**src/rtl/ps2_key_event_sequencer.sv**
```systemverilog
// Turns the PS2 receiver byte stream into {extended, break, code} key events and queues them for a consumer.
// Optional typematic-repeat filter: define PS2_REPEAT_FILTER_EN.
//
// state     | meaning
// S_IDLE    | no prefix pending
// S_EXT     | 0xE0 seen
// S_BRK     | 0xF0 seen
// S_EXT_BRK | both 0xE0 and 0xF0 seen
module ps2_key_event_sequencer #(
    parameter int FIFO_DEPTH = 8
) (
    input  logic                          Clock_50,
    input  logic                          Resetn,
    input  logic [7:0]                    PS2_code,
    input  logic                          PS2_code_ready,
    input  logic                          Event_ready,
    output logic                          Event_valid,
    output logic [7:0]                    Event_code,
    output logic                          Event_extended,
    output logic                          Event_break,
    output logic [$clog2(FIFO_DEPTH):0]   Fifo_count,
    output logic                          Overflow,
    input  logic                          Overflow_clear
);

    localparam int PTR_W = $clog2(FIFO_DEPTH);
    localparam int CNT_W = PTR_W + 1;
    localparam logic [CNT_W-1:0] FULL_COUNT = CNT_W'(FIFO_DEPTH);

    typedef enum logic [1:0] {S_IDLE, S_EXT, S_BRK, S_EXT_BRK} state_t;

    state_t     state, next_state;
    logic       ready_q;
    logic       strobe;
    logic       is_e0, is_f0, is_err;
    logic       emit, ev_ext, ev_brk;
    logic       push_req, do_push, do_pop, drop, full;
    logic [PTR_W-1:0] wr_ptr, rd_ptr;
    logic [9:0] mem [FIFO_DEPTH];
    logic [9:0] head;

    assign strobe = PS2_code_ready & ~ready_q;
    assign is_e0  = (PS2_code == 8'hE0);
    assign is_f0  = (PS2_code == 8'hF0);
    assign is_err = (PS2_code == 8'h00) || (PS2_code == 8'hFF);

    always_ff @(posedge Clock_50 or negedge Resetn) begin
        if (!Resetn) begin
            ready_q <= 1'b0;
            state   <= S_IDLE;
        end else begin
            ready_q <= PS2_code_ready;
            state   <= next_state;
        end
    end

    always_comb begin
        next_state = state;
        if (strobe) begin
            if (is_err) begin
                next_state = S_IDLE;
            end else begin
                case (state)
                    S_IDLE: begin
                        if (is_e0)      next_state = S_EXT;
                        else if (is_f0) next_state = S_BRK;
                    end
                    S_EXT: begin
                        if (is_f0)      next_state = S_EXT_BRK;
                        else if (!is_e0) next_state = S_IDLE;
                    end
                    S_BRK: begin
                        if (is_e0)      next_state = S_EXT_BRK;
                        else if (!is_f0) next_state = S_IDLE;
                    end
                    S_EXT_BRK: begin
                        if (!is_e0 && !is_f0) next_state = S_IDLE;
                    end
                    default: next_state = S_IDLE;
                endcase
            end
        end
    end

    always_comb begin
        emit   = strobe & ~is_err & ~is_e0 & ~is_f0;
        ev_ext = 1'b0;
        ev_brk = 1'b0;
        case (state)
            S_EXT:     ev_ext = 1'b1;
            S_BRK:     ev_brk = 1'b1;
            S_EXT_BRK: begin
                ev_ext = 1'b1;
                ev_brk = 1'b1;
            end
            default: ;
        endcase
    end

`ifdef PS2_REPEAT_FILTER_EN
    logic       last_valid, last_ext;
    logic [7:0] last_code;
    logic       last_match;

    assign last_match = last_valid && (last_ext == ev_ext) && (last_code == PS2_code);
    // Breaks always pass; makes pass only when they differ from the last held key.
    assign push_req   = emit & (ev_brk | ~last_match);

    always_ff @(posedge Clock_50 or negedge Resetn) begin
        if (!Resetn) begin
            last_valid <= 1'b0;
            last_ext   <= 1'b0;
            last_code  <= 8'h00;
        end else if (emit) begin
            if (ev_brk) begin
                if (last_match) last_valid <= 1'b0;
            end else if (!last_match) begin
                last_valid <= 1'b1;
                last_ext   <= ev_ext;
                last_code  <= PS2_code;
            end
        end
    end
`else
    assign push_req = emit;
`endif

    assign full        = (Fifo_count == FULL_COUNT);
    assign Event_valid = (Fifo_count != '0);
    assign do_pop      = Event_valid & Event_ready;
    // A full FIFO still accepts a push when a pop frees the head slot on the same edge.
    assign do_push     = push_req & (~full | do_pop);
    assign drop        = push_req & full & ~do_pop;

    always_ff @(posedge Clock_50 or negedge Resetn) begin
        if (!Resetn) begin
            wr_ptr     <= '0;
            rd_ptr     <= '0;
            Fifo_count <= '0;
            Overflow   <= 1'b0;
        end else begin
            if (do_push) wr_ptr <= wr_ptr + 1'b1;
            if (do_pop)  rd_ptr <= rd_ptr + 1'b1;
            case ({do_push, do_pop})
                2'b10:   Fifo_count <= Fifo_count + 1'b1;
                2'b01:   Fifo_count <= Fifo_count - 1'b1;
                default: ;
            endcase
            if (drop)                Overflow <= 1'b1;
            else if (Overflow_clear) Overflow <= 1'b0;
        end
    end

    always_ff @(posedge Clock_50) begin
        if (do_push) mem[wr_ptr] <= {ev_ext, ev_brk, PS2_code};
    end

    assign head           = Event_valid ? mem[rd_ptr] : 10'd0;
    assign Event_extended = head[9];
    assign Event_break    = head[8];
    assign Event_code     = head[7:0];

endmodule

```
**config.mk**
```make
export PLATFORM = sky130hd
export DESIGN_NAME = ps2_key_event_sequencer
export DESIGN_NICKNAME = d
export VERILOG_FILES = /design/src/rtl/ps2_key_event_sequencer.sv
export SDC_FILE = /design/constraint.sdc
export NUM_CORES = 1
export LEC_CHECK = 0
export CORE_ASPECT_RATIO = 1.5
export CORE_MARGIN = 2
export CORE_UTILIZATION = 45
export CTS_CLUSTER_SIZE = 28
export DETAILED_ROUTE_END_ITERATION = 6
export PLACE_DENSITY_LB_ADDON = 0.2
export SLEW_MARGIN = 20
export SYNTH_ARGS = -nofsm -noshare
export SYNTH_HDL_FRONTEND = slang
export SYNTH_SLANG_ARGS = --single-unit
```
**constraint.sdc**
```tcl
create_clock -name Clock_50 -period 4.1 [get_ports Clock_50]
set_input_delay 0.82 -clock Clock_50 [delete_from_list [all_inputs] [get_ports Clock_50]]
set_output_delay 0.82 -clock Clock_50 [all_outputs]
set_load 0.1 [all_outputs]
```
* After elaboration in Yosys (flattened, before gate mapping)
Memory sizes are Yosys's and may differ from the RTL's. Cells that the tools add are included.
Operators by class: add/subtract/negate cells 4, bitwise logic cells 15, reduce and logical (&&, ||, !) cells 12, eq/ne operators 13, muxes and demuxes 17
Operators with widths (count):
- equality test 8 bit (second input constant) | 3
- 2-to-1 mux 2 bit | 8
- inequality test 4 bit (second input constant) | 3
- 2-to-1 mux 10 bit | 1
- AND 1 bit | 8
- zero test 8 bit | 1
- one-hot mux 2 bit (4 select lines) | 1
- one-hot mux 4 bit (2 select lines) | 1
- adder 3 x 1 -> 3 bit (second input constant) | 2
- equality test 2 bit (second input constant) | 3
- 2-to-1 mux 1 bit | 6
- NOT 1 bit | 6
- AND reduction 5 bit | 1
- adder 4 x 1 -> 4 bit (second input constant) | 1
- equality test 2 x 1 -> 1 bit (second input constant) | 2
- equality test 4 bit (second input constant) | 1
- nonzero test 2 bit | 2
- nonzero test 4 bit | 1
- OR reduction 2 bit | 2
- subtractor 4 x 1 -> 4 bit (second input constant) | 1
- inequality test 3 bit (second input constant) | 1
- zero test 1 bit | 2
- zero test 2 bit | 1
- logical AND 1 bit | 1
- other kinds (2) | 2
Storage, ports and cells: memories 1, output and inout port bits 16, input bits 13, flip-flop bits (word level) 14, memory bits (writable) 80, word-level logic and storage cells 68
Memories:
- mem | depth 8, width 10, rd ports 1, clocked after Yosys merged registers in 0, write ports 1, RTL line 39 | logic [9:0] mem [FIFO_DEPTH];

* Depth between registers and ports, before layout
Gate-level depths: netlist of the first run.
word-level depth 9, gate-level depth with buffers 11, depth with buffers taken out 10

* Least setup slack after synthesis of the first run
No wires, ideal clock.
path type register to output, from register Fifo_count[1], to output Event_code[0], arrival time 2.701 ns, setup slack 0.579 ns, stages on the path, launching flop included 4, path buffers 1, data required time 3.280 ns, cells stage by stage dfrtp_1 > nor4_2 > clkbuf_1 > nor2_1
On the way: longest elaborated chain between the ends 2
Ends and longest elaborated chain:
- from (decl) | RTL line 21 | output logic [$clog2(FIFO_DEPTH):0] Fifo_count,
- from (signal assigned) | RTL line 145 | 2'b10: Fifo_count <= Fifo_count + 1'b1;
- from (signal assigned) | RTL line 146 | 2'b01: Fifo_count <= Fifo_count - 1'b1;
- nonzero test 4 bit | RTL line 129 | assign Event_valid = (Fifo_count != '0);
- 2-to-1 mux 10 bit | RTL line 158 | assign head = Event_valid ? mem[rd_ptr] : 10'd0;
- to (decl) | RTL line 18 | output logic [7:0] Event_code,
Every way passes these cells.

* Final worst setup path of the first run
from register rd_ptr[1], to output Event_break
On the way: longest elaborated chain between the ends 2
Ends and longest elaborated chain:
- from (decl) | RTL line 38 | logic [PTR_W-1:0] wr_ptr, rd_ptr;
- from (signal assigned) | RTL line 143 | if (do_pop) rd_ptr <= rd_ptr + 1'b1;
- memory read (8 x 10 bit)
- 2-to-1 mux 10 bit | RTL line 158
- to (decl) | RTL line 20 | output logic Event_break,
Every way passes these cells.

==> results.txt, run 1 <==
- The run finished with clean final reports.
- Violation count after the first detailed-route iteration: 145
- Post-detail-place hpwl: 4459 µm
- Per-cell routed wire length: between 15 and 20 µm
- Drt pass-1 iters: 4
- The core region is 8464 µm².
- Synthesis produced 212 cells.
* Crit path max-delay cell type: dfrtp_1
* Commonest non-fill, non-tap cell in the layout: edfxtp_1
- Final std cell area, no fill: 4662 µm²
- From synthesis to final layout, the design area changed by 17.99%.
- In the routed layout, each cell is associated on average with a via count of 5.517.
* Share of cells above drive strength 1: 0.2706
* Distinct cell type count after synthesis: 38
- Area share of the largest cell type after synthesis: 0.6080
- Counting the buffers created by CTS gives 9.
- Fin crit share: 0.7586
- WHS Path Cells: 1
- Initial Utilization: 0.4668
* Overall die area: 9562 µm²
* Final Max Tran Viols: 0
* Most instantiated flip-flop cell in the synthesis netlist: edfxtp_1
- After clock tree synthesis, the flow added hold-fix buffers numbering 0.
* Number of cells on the critical path: 4
- The longest clock path from root to sink contains 2 buffers.
- Clock root buffer: clkbuf_16
* Number of cell instances on the worst register-to-register path: 10
- For this run, the slowest stage of the critical path takes 1030 ps.
- At the pin with the least slew margin, the transition time is between 1000 and 1500 ps.
- The via count of the first global-routing pass was 2,015.
- X dimension of the die: a little over 80 µm
- # resized after CTS: 0
* Largest net degree at the start of global routing: 23
- Setup violations remaining at the end of the flow were counted as 0.
- Syn nets: 230
- The detailed router placed 1,997 vias in this run.
- The worst setup path is of the reg2out kind.
- Summing all flip-flop and latch instances after layout gives 2753 µm².
* Number of flip-flops and latches in the synthesized netlist: 94
- Number of nets in the finished design: 268
- Row count: 41
* Leading cell types by total area after synthesis: edfxtp_1 (61%), mux4_2 (11%), dfrtp_1 (8.9%), mux2i_1 (2.5%), nor2_1 (1.8%)
- Across every metal layer, demand over resource in global routing totals 0.1693.
* Yosys warning count: 0
* Highest attainable clock frequency: roughly 320 MHz
- After clock tree synthesis, the setup repair step added 0 buffers.
* Synthesized area per cell: 18.64 µm²
* Startpoint type of the worst setup path: flip-flop
- Final weighted congestion in routability-driven placement: around 0.73
- Traced cell by cell, the critical path runs through mux4_2, mux2i_1, nor2_1, buf_4.
- Between clock sinks in the finished design, the worst skew comes to a little under 7 ps.
* Path type of the worst min-delay path: reg2reg
- The final hold violation count is 0.
* Signal arrival time at the worst endpoint: 2290 ps
* FFs w/ async S/R, synth: 0.1489
- For this design the top-level I/O count stands at 29.
* Crit path capture type: output port
* Initial antenna violation count: 0
* Count of input and output buffers: 28
* Number of enable-type register cells in the synthesized netlist: 80
- Remaining antenna violation count: 0
* Clock slew seen by the registers of the worst setup and hold paths: 60 ps
- Total routed wirelength: 7161 µm
- Maximum capacitance violations: 0
- In the routed design, unresolved DRC markers number 0.
- The cell area that synthesis handed to floorplanning was approximately 4000 µm².
- TritonCTS built the clock tree.
* Number of clock sinks: 94
- In this run the tightest slew margin relative to its limit is 0.3061.
- Post-synthesis cell type with the largest combined area: edfxtp_1
* Total overflow reported by the global router: 0
* Y dimension of the die: 118.8 µm
- Shortest clock period the worst path allows after layout: 3110 ps
- Of all nets on the critical path, the largest fanout is 22.
- Clock latency on the worst-skew pair, taken at its later pin, is 340 ps.
* Data required time at the worst endpoint: between 3000 and 4000 ps
* Seq/Total Area, Yosys: 0.6966
* Maximum level of the CTS H-tree: 3
- Setup repair after global routing missed its margin: false
- Commonest non-fill, non-tap cells in the layout: edfxtp_1 (80), buf_4 (22), mux4_2 (20)
- The number of antenna diodes in the final layout is 0.
- After detailed placement, the total cell area comes to 4360 µm².
* Total Negative Setup Slacks: 0 ps
- Combined area of the multi-input logic cells: 1131 µm²
- The layout has 680 filler cells.
* Worst Path Buf+Inv: 1
- On the critical path the largest part of the delay comes from flip-flops.
- The first global-routing pass estimated 11,480 µm of wire.
==> worst register-to-register path, delay by kind of cell (launching register included) <==
family	cells	cell delay, ps
compound gates	1	150
simple gates	3	510
buf+inv	1	270
flops	1	480
xor+xnor	3	470
fa+ha+maj	2	460
==> area by class of cell <==
type,instances,area share
sequential,94,0.5904
tap,107,0.02872
timing repair buffer,39,0.07193
clock inverter,4,0.009662
multi-input combinational,104,0.2426
inverter,2,0.001610
clock buffer,12,0.05502
==> synthesized netlist by cell type (2+ instances only) <==
| cell type | number |
|---|---|
| edfxtp_1 | 80 |
| buf_1 | 4 |
| nor3_1 | 2 |
| nor4b_2 | 2 |
| xor2_1 | 4 |
| mux4_2 | 20 |
| clkbuf_1 | 5 |
| mux2_1 | 2 |
| and3_1 | 3 |
| xnor2_1 | 5 |
| a21oi_1 | 3 |
| nor2_1 | 19 |
| buf_4 | 2 |
| ha_1 | 5 |
| nor4_2 | 4 |
| nand3b_1 | 2 |
| nand3_1 | 3 |
| nand2_1 | 2 |
| mux2i_1 | 10 |
| nor2b_1 | 2 |
| dfrtp_1 | 14 |
| nand2b_1 | 2 |
| inv_1 | 2 |
==> sequential cells by signal, indices dropped and copies added, names as in the netlist <==
name        flops
state           2
wr_ptr          3
Fifo_count      4
Overflow        1
mem            80
rd_ptr          3
ready_q         1
==> final timing paths <==
check	from	to	slack, ps
setup / recovery	rd_ptr[1]	Event_break	990
hold / removal	rd_ptr[0]	rd_ptr[0]	500
setup reg to reg	Fifo_count[1]	Fifo_count[2]	1640
hold reg to reg	rd_ptr[0]	rd_ptr[0]	500
max in group asynchronous	Resetn	rd_ptr[2]	2770
min in group asynchronous	Resetn	ready_q	900
==> logic make-up (layout without fill, tap and decap cells) <==
group,after synthesis,in the layout,share of synthesized area
AOI/OAI and AO/OA,10,10,0.02090
DFF,94,94,0.6966
adders and majority gates,5,5,0.01583
and+or+nand+nor,47,47,0.08170
xor gates and xnor gates,9,9,0.01995
buffers and inverters,14,57,0.01710
muxes,33,33,0.1479
==> through the flow <==
stage               utilization  setup slack (ps)  hold WS [ps]  cells
global placement         0.5152             718.9         486.9    346
global route             0.5508             782.7         541.0    362
floorplan                     -             579.4         460.7    212
detailed placement       0.5152             671.9         486.3    346
finish                   0.5508             989.8         501.3    362
CTS                      0.5508             941.6         498.7    362
==> layer usage <==
| layer | global-route usage | wire [µm] | up-vias |
|---|---|---|---|
| met3 | 0.03817 | 249 | 12 |
| li1 | - | - | 913 |
| met2 | 0.2766 | 3711 | 43 |
| met4 | 0.06992 | 138 | 0 |
| met1 | 0.2161 | 3062 | 1029 |
| met5 | 0 | 0 | - |
Power of run 1 is left out: the tool's default activity adds up to more than one toggle a clock period on the data nets, which glitch-free logic cannot reach.
==> run 2, diff against run 1 <==
==> constraint.sdc (replaced) <==
create_clock -name Clock_50 -period 2.9 [get_ports Clock_50]
set_input_delay 0.58 -clock Clock_50 [delete_from_list [all_inputs] [get_ports Clock_50]]
set_output_delay 0.58 -clock Clock_50 [all_outputs]
set_load 0.1 [all_outputs]
==> run 2 against run 1 <==
  * Die area did not move
  * Non-clock buffer count rose by 26
  * Critical path depth rose by 7
  * Global-route usage rose by 1.0 points
  * Register-to-register slack got worse by 970 ps
  * Largest cell class unchanged
  * Highest routed layer unchanged
==> results.txt, run 2 (same netlist as run 1, synthesis figures left out) <==
* Outcome: finished clean (unchanged)
* Vias in the first global route: 2,174 (was 2,015)
- The worst reg-to-reg path cell count was 9 (was 10).
- The width of the die came to 80.51 µm (unchanged).
- The startpoint type of the worst setup path is an input port (was flip-flop).
- The final hold violation count is 0 (unchanged).
- The endpoint required time on the critical path came to 3110 ps (was 3280 ps).
- Signal arrival time at the worst endpoint: 3000 ps (was 2290 ps)
- The clock input transition at the sequential cells of the worst setup and hold paths is 60 ps (about the same).
- The post-detailed-routing wire length was 7697 µm (was 7161 µm).
- Cell family with the largest share of critical-path delay: buffers and inverters (was flip-flops)
- Worst setup skew after layout: 4.036 ps (was 6.721 ps)
* Initial Utilization: 0.4668 (unchanged)
* Vias per std cell: 5.433 (was 5.517)
* Relative slew margins: 0.3544 (was 0.3061)
- Largest net degree at the start of global routing: 21 (was 23)
- The total cell area at the placement stage is 4745 µm² (was 4360 µm²).
- Share of cells above drive strength 1: 0.3772 (was 0.2706)
- Final weighted congestion in routability-driven placement: 0.7704 (was 0.7282)
- Row count: 41 (unchanged)
- The detailed router's first-iteration violation count is 192 (was 145).
* Worst setup slack after placement: -364.8 ps (was 671.9 ps)
* Global-route usage over all layers: 0.1797 (was 0.1693)
- Core outline area: 8464 µm² (unchanged)
- The TritonCTS clock tree is done (unchanged).
- Setup repair after global routing missed its margin: false (unchanged)
- Wire length of the first global-routing pass: 12,130 µm (was 11,480 µm)
- Total overflow reported by the global router: 0 (unchanged)
- Clock root buffer: clkbuf_16 (unchanged)
- Worst Path Buf+Inv: 3 (was 1)
- Commonest non-fill, non-tap cells in the layout: edfxtp_1 (80), buf_4 (37), mux4_2 (20) (was edfxtp_1 (80), buf_4 (22), mux4_2 (20))
- The post-route cell area is 5115 µm² (was 4662 µm²).
- The number of buffers on the longest clock path is 2 (unchanged).
- RR Startpoint: Fifo_count[0] (was Fifo_count[1])
- The number of stages on the worst hold path came to 1 (unchanged).
* Launching instance or port of the critical path: PS2_code[7] (was rd_ptr[1])
- The routed length per placed instance came to 19.84 µm (was 19.78 µm).
* Maximum fanout encountered on the critical timing path: 9 (was 22)
- Final antenna diode count: 0 (unchanged)
* Setup slack, reg-to-reg: 670 ps (was 1640 ps)
- Final Max Tran Viols: 0 (unchanged)
- Number of clock sinks: 94 (unchanged)
- Cells traversed along the worst timing path: clkdlybuf4s50_1, buf_4, nor4_4, nor2_2, o21ai_2, buf_4, ha_1, nand2b_1, a2111oi_1, nor3_1, xnor2_1 (was mux4_2, mux2i_1, nor2_1, buf_4)
* Crit path capture type: flip-flop (was output port)
- Transition at the pin with the smallest max-transition slack: 964.8 ps (was 1041 ps)
* Commonest non-fill, non-tap cell in the layout: edfxtp_1 (unchanged)
- The final worst setup slack came to 116.9 ps (was 989.8 ps).
- The classification of the worst setup path was in2reg (was reg2out).
- Based on the critical path, the design can be clocked at up to 359.3 MHz.
- Finished Core Util: 0.6043 (was 0.5508)
- Shortest clock period the worst path allows after layout: about 2800 ps
- The area growth from synthesis to layout was 29.45% (was 17.99%).
- Overall die area: 9562 µm² (unchanged)
* Total DRC errors in the routed layout: 0 (unchanged)
- The layout net count is 294 (was 268).
- TritonCTS Buffers: 9 (unchanged)
- Insertion delay of the later-clocked pin in the worst-skew pair: 330 ps (was 340 ps)
- The class of the tightest hold or removal check is reg2reg (unchanged).
- The setup TNS was 0 ps (unchanged).
- The count of cell instances traversed by the critical path was 11 (was 4).
* Y dimension of the die: 118.8 µm (unchanged)
* Count of input and output buffers: 28 (unchanged)
- In this design, the critical path's most frequently occurring cell is buf_4.
- Maximum level of the CTS H-tree: 3 (unchanged)
* Initial antenna violation count: 0 (unchanged)
- Largest registers: mem: 80 flops, Fifo_count: 4 flops (unchanged).
* Number of flip-flops in the largest register: 80 (unchanged)
* Vias post-DR: 2,108 (was 1,997)
- The critical path capture point was Fifo_count[3] (was Event_break).
* Largest stage delay on the critical path: 480 ps (was 1030 ps)
- Setup-failing EPs final: 0 (unchanged)
* Worst flop-to-flop path endpoint: Fifo_count[3] (was Fifo_count[2])
* Remaining antenna violation count: 0 (unchanged)
* Maximum capacitance violations: 0 (unchanged)
* Fin crit share: 0.9597
- The total iterations of the first detailed-routing run was 5 (was 4).
- The cell with the biggest individual delay on the critical path is clkdlybuf4s50_1 (was dfrtp_1).
* Setup bufs post-CTS: 0 (unchanged)
- Register with the highest flop count: mem (unchanged)
- The half-perimeter wire length of the detailed placement result came to 5295 µm (was 4459 µm).
* I/O pin count: 29 (unchanged)
==> run 2: cell count changes in the layout (fill, tap and decap cells not counted), moves of 2 or more <==
cell	before	now
clkbuf_8	2	0
bufinv_16	1	3
buf_4	22	37
buf_12	0	16
clkdlybuf4s50_1	17	12
==> run 2: timing repair <==
item,CTS,global route
hold buffers,0,0
pin swaps,0,1
gates resized for setup,1,6
setup endpoints to repair,2,9
==> run 2: per-layer routing <==
layer,vias up,part of all wire,global-route usage
li1,970,-,-
met1,1081,0.39,0.2149
met5,-,0,0
met4,0,0.030,0.09110
met2,42,0.55,0.3042
met3,15,0.038,0.03359
==> run 2: how the worst min path moves through the flow <==
stage / from / end / slack [ps]
3_3_place_gp: rd_ptr[1] / rd_ptr[1] / 500
5_1_grt: rd_ptr[1] / rd_ptr[1] / 560
4_1_cts: rd_ptr[1] / rd_ptr[1] / 540
3_5_place_dp: rd_ptr[1] / rd_ptr[1] / 520
2_1_floorplan: Resetn / Fifo_count[0] / 280
6_report: rd_ptr[1] / rd_ptr[1] / 540
==> run 2: cell type report <==
cell class              instances  area (µm²)
clock buffers                   9       225.2
clock inverters                 7       112.6
fillers                       622        3349
inverters                       2       7.507
multi-input cells             104        1164
flip-flops and latches         94        2754
well taps                     107       133.9
repair buffers                 65       718.2
==> run 2: stage by stage <==
| step | std cells | hold slack (ps) |
|---|---|---|
| floorplan | 212 | 284.4 |
| global placement | 372 | 503.1 |
| detailed placement | 372 | 516.4 |
| CTS | 388 | 536.5 |
| global route | 388 | 565.0 |
| finish | 388 | 537.2 |
Power of run 2 is left out for the same reason.
==> run 3, diff against run 2 <==
--- a/config.mk
+++ b/config.mk
@@ -11,6 +11,8 @@
 export CTS_CLUSTER_SIZE = 28
 export DETAILED_ROUTE_END_ITERATION = 6
 export PLACE_DENSITY_LB_ADDON = 0.2
+export RECOVER_POWER = 25
+export REMOVE_ABC_BUFFERS = 1
 export SLEW_MARGIN = 20
 export SYNTH_ARGS = -nofsm -noshare
 export SYNTH_HDL_FRONTEND = slang
==> run 3 against run 2 <==
  * Fmax increased by 3.3%
  * Setup slack improved by 89 ps
  * Sequential share of layout area increased by 1.3 points
  * Hold slack got worse by 13 ps
  * Critical path type unchanged
  * Non-clock buffer count decreased by 7
  * Via count decreased by 3.5%
==> results.txt, run 3 (same netlist as run 1, synthesis figures left out) <==
- Final std cell area, no fill: 4996 µm² (was 5115 µm²)
- Setup repair after global routing missed its margin: false (unchanged)
* Setup-failing EPs final: 0 (unchanged)
- Setup bufs post-CTS: 0 (unchanged)
* Total overflow reported by the global router: 0 (unchanged)
* Layout fillers: 642 (was 622)
* Final Hold Fails: 0 (unchanged)
- Outcome: finished clean (unchanged).
- Synthesis-to-layout area growth: 26.44% (was 29.45%)
- The cell row count is 41 (unchanged).
- Number of clock sinks: 94 (unchanged)
- Per-cell routed wire length: 19.24 µm (was 19.84 µm)
- The largest fanout on the critical path was 4 (was 9).
- The max-cap check violation count is 0 (unchanged).
- The detailed router's first-iteration violation count was 116 (was 192).
- Commonest non-fill, non-tap cell in the layout: edfxtp_1 (unchanged)
* Final weighted congestion in routability-driven placement: 0.7365 (was 0.7704)
* Initial antenna violation count: 0 (unchanged)
* Largest net degree at the start of global routing: 21 (unchanged)
* Hold buffer count at CTS: 0 (unchanged)
* Y dimension of the die: 118.8 µm (unchanged)
- Vias post-DR: 2,035 (was 2,108)
- Commonest non-fill, non-tap cells in the layout: edfxtp_1 (80), buf_4 (28), mux4_2 (20) (was edfxtp_1 (80), buf_4 (37), mux4_2 (20))
* X dimension of the die: 80.51 µm (unchanged)
- Type of the worst setup path: in2reg (unchanged)
* Highest attainable clock frequency: 371.1 MHz (was 359.3 MHz)
* Maximum level of the CTS H-tree: 3 (unchanged)
- The class of the tightest hold or removal check was reg2reg (unchanged).
* Final Max Tran Viols: 0 (unchanged)
- The post-CTS resize count was 0 (was 1).
- The global-route wire length before repair came to 11,680 µm (was 12,130 µm).
- Vias per std cell: 5.341 (was 5.433)
- The remaining max-slew budget at the tightest pin came to 0.3064 (was 0.3544).
* Initial Utilization: 0.4668 (unchanged)
- Transition at the pin with the smallest max-transition slack: 1037 ps (was 964.8 ps)
* Insertion delay of the later-clocked pin in the worst-skew pair: 340 ps (was 330 ps)
- I/O pin count: 29 (unchanged)
- The floorplan die area was 9562 µm² (unchanged).
* Vias in the first global route: 2,111 (was 2,174)
- Clock slew seen by the registers of the worst setup and hold paths: 60 ps (about the same)
- The TritonCTS clock tree is done (unchanged).
* Largest registers: mem: 80 flops, Fifo_count: 4 flops (unchanged)
- The endpoint arrival time on the critical path was 2910 ps (was 3000 ps).
- Total DRC errors in the routed layout: 0 (unchanged)
- The fraction of layout instances using a drive strength above 1 was 0.3321 (was 0.3772).
- Number of nets in the finished design: 287 (was 294)
* Fin crit share: 0.9291 (was 0.9597)
* Drt pass-1 iters: 4 (was 5)
- Data required time at the worst endpoint: 3120 ps (was 3110 ps)
- Area post-placement: 4678 µm² (was 4745 µm²)
- TritonCTS Buffers: 9 (unchanged)
* Final antenna diode count: 0 (unchanged)
- Number of flip-flops in the largest register: 80 (unchanged)
- The antenna violation net count after detailed routing is 0 (unchanged).
- Total routed wirelength: 7329 µm (was 7697 µm)
* Count of input and output buffers: 28 (unchanged)
- The most flop-heavy register was mem (unchanged).
- The kind of end point of the critical path is a flip-flop (unchanged).
- The final critical-path required period came to 2694 ps (was 2783 ps).
- The number of buffers on the longest clock path was 2 (unchanged).
- The startpoint type of the worst setup path was an input port (unchanged).
- Global-route usage over all layers: 0.1732 (was 0.1797)
* Post-detail-place hpwl: 4889 µm (was 5295 µm)
- The core area came to 8464 µm² (unchanged).
* Clock root buffer: clkbuf_16 (unchanged)
* Worst setup skew after layout: 5.594 ps (was 4.036 ps)
## run 3: cell types whose count changed in the layout (fill, tap and decap cells not counted), sizes merged
| cell | change |
|---|---|
| buf | -10 |
| clkinv | -1 |
| dlygate4sd3 | +5 |
| clkdlybuf4s50 | -5 |
| clkbuf | +6 |
| bufinv | -2 |
## run 3: cell type report
class | instances | area [µm²] | area share
Clock inverter | 4 | 51.30 | 0.01027
Clock buffer | 12 | 277.8 | 0.05560
Sequential cell | 94 | 2753 | 0.5510
Tap cell | 107 | 133.9 | 0.02680
Multi-Input combinational cell | 104 | 1131 | 0.2264
Timing Repair Buffer | 58 | 641.9 | 0.1285
Inverter | 2 | 7.507 | 0.001503
## run 3: worst paths after layout
| check | startpoint | end | slack [ps] | cells after the start |
|---|---|---|---|---|
| setup / recovery | PS2_code[3] | Fifo_count[3] | 210 | 10 |
| hold / removal | rd_ptr[1] | rd_ptr[1] | 520 | 1 |
| setup reg to reg | Fifo_count[0] | Fifo_count[3] | 700 | 9 |
| hold reg to reg | rd_ptr[1] | rd_ptr[1] | 520 | 1 |
| max in group asynchronous | Resetn | state[0] | 1860 | 1 |
| min in group asynchronous | Resetn | Fifo_count[1] | 640 | 1 |
## run 3: metal layers
layer	wire, µm	track usage	vias up	share of wire
met5	0	0	-	0
met3	327	0.04656	9	0.045
met4	113	0.06780	0	0.015
met1	3075	0.2236	1010	0.42
li1	-	-	958	-
met2	3812	0.2771	58	0.52
## run 3: metrics by stage
stage | setup WS, ps | hold WS, ps | setup TNS (ps) | utilization | std cells
floorplan | -409.9 | 284.4 | -4537 | - | 200
global placement | -40.34 | 499.3 | -56.51 | 0.5527 | 365
detailed placement | -74.51 | 512.7 | -136.0 | 0.5527 | 365
CTS | 254.9 | 527.2 | 0 | 0.5916 | 381
global route | 64.36 | 564.3 | 0 | 0.5902 | 381
finish | 205.6 | 523.8 | 0 | 0.5902 | 381
## run 3: worst max-delay path: stages
cell and delay, ps:
dlygate4sd3_1 590, and3_1 220, a31oi_1 260, o21ai_2 110, buf_4 140, ha_1 210
nand3b_1 160, a2111oi_0 370, nor3_1 120, xnor2_1 140
Power of run 3 is left out for the same reason.
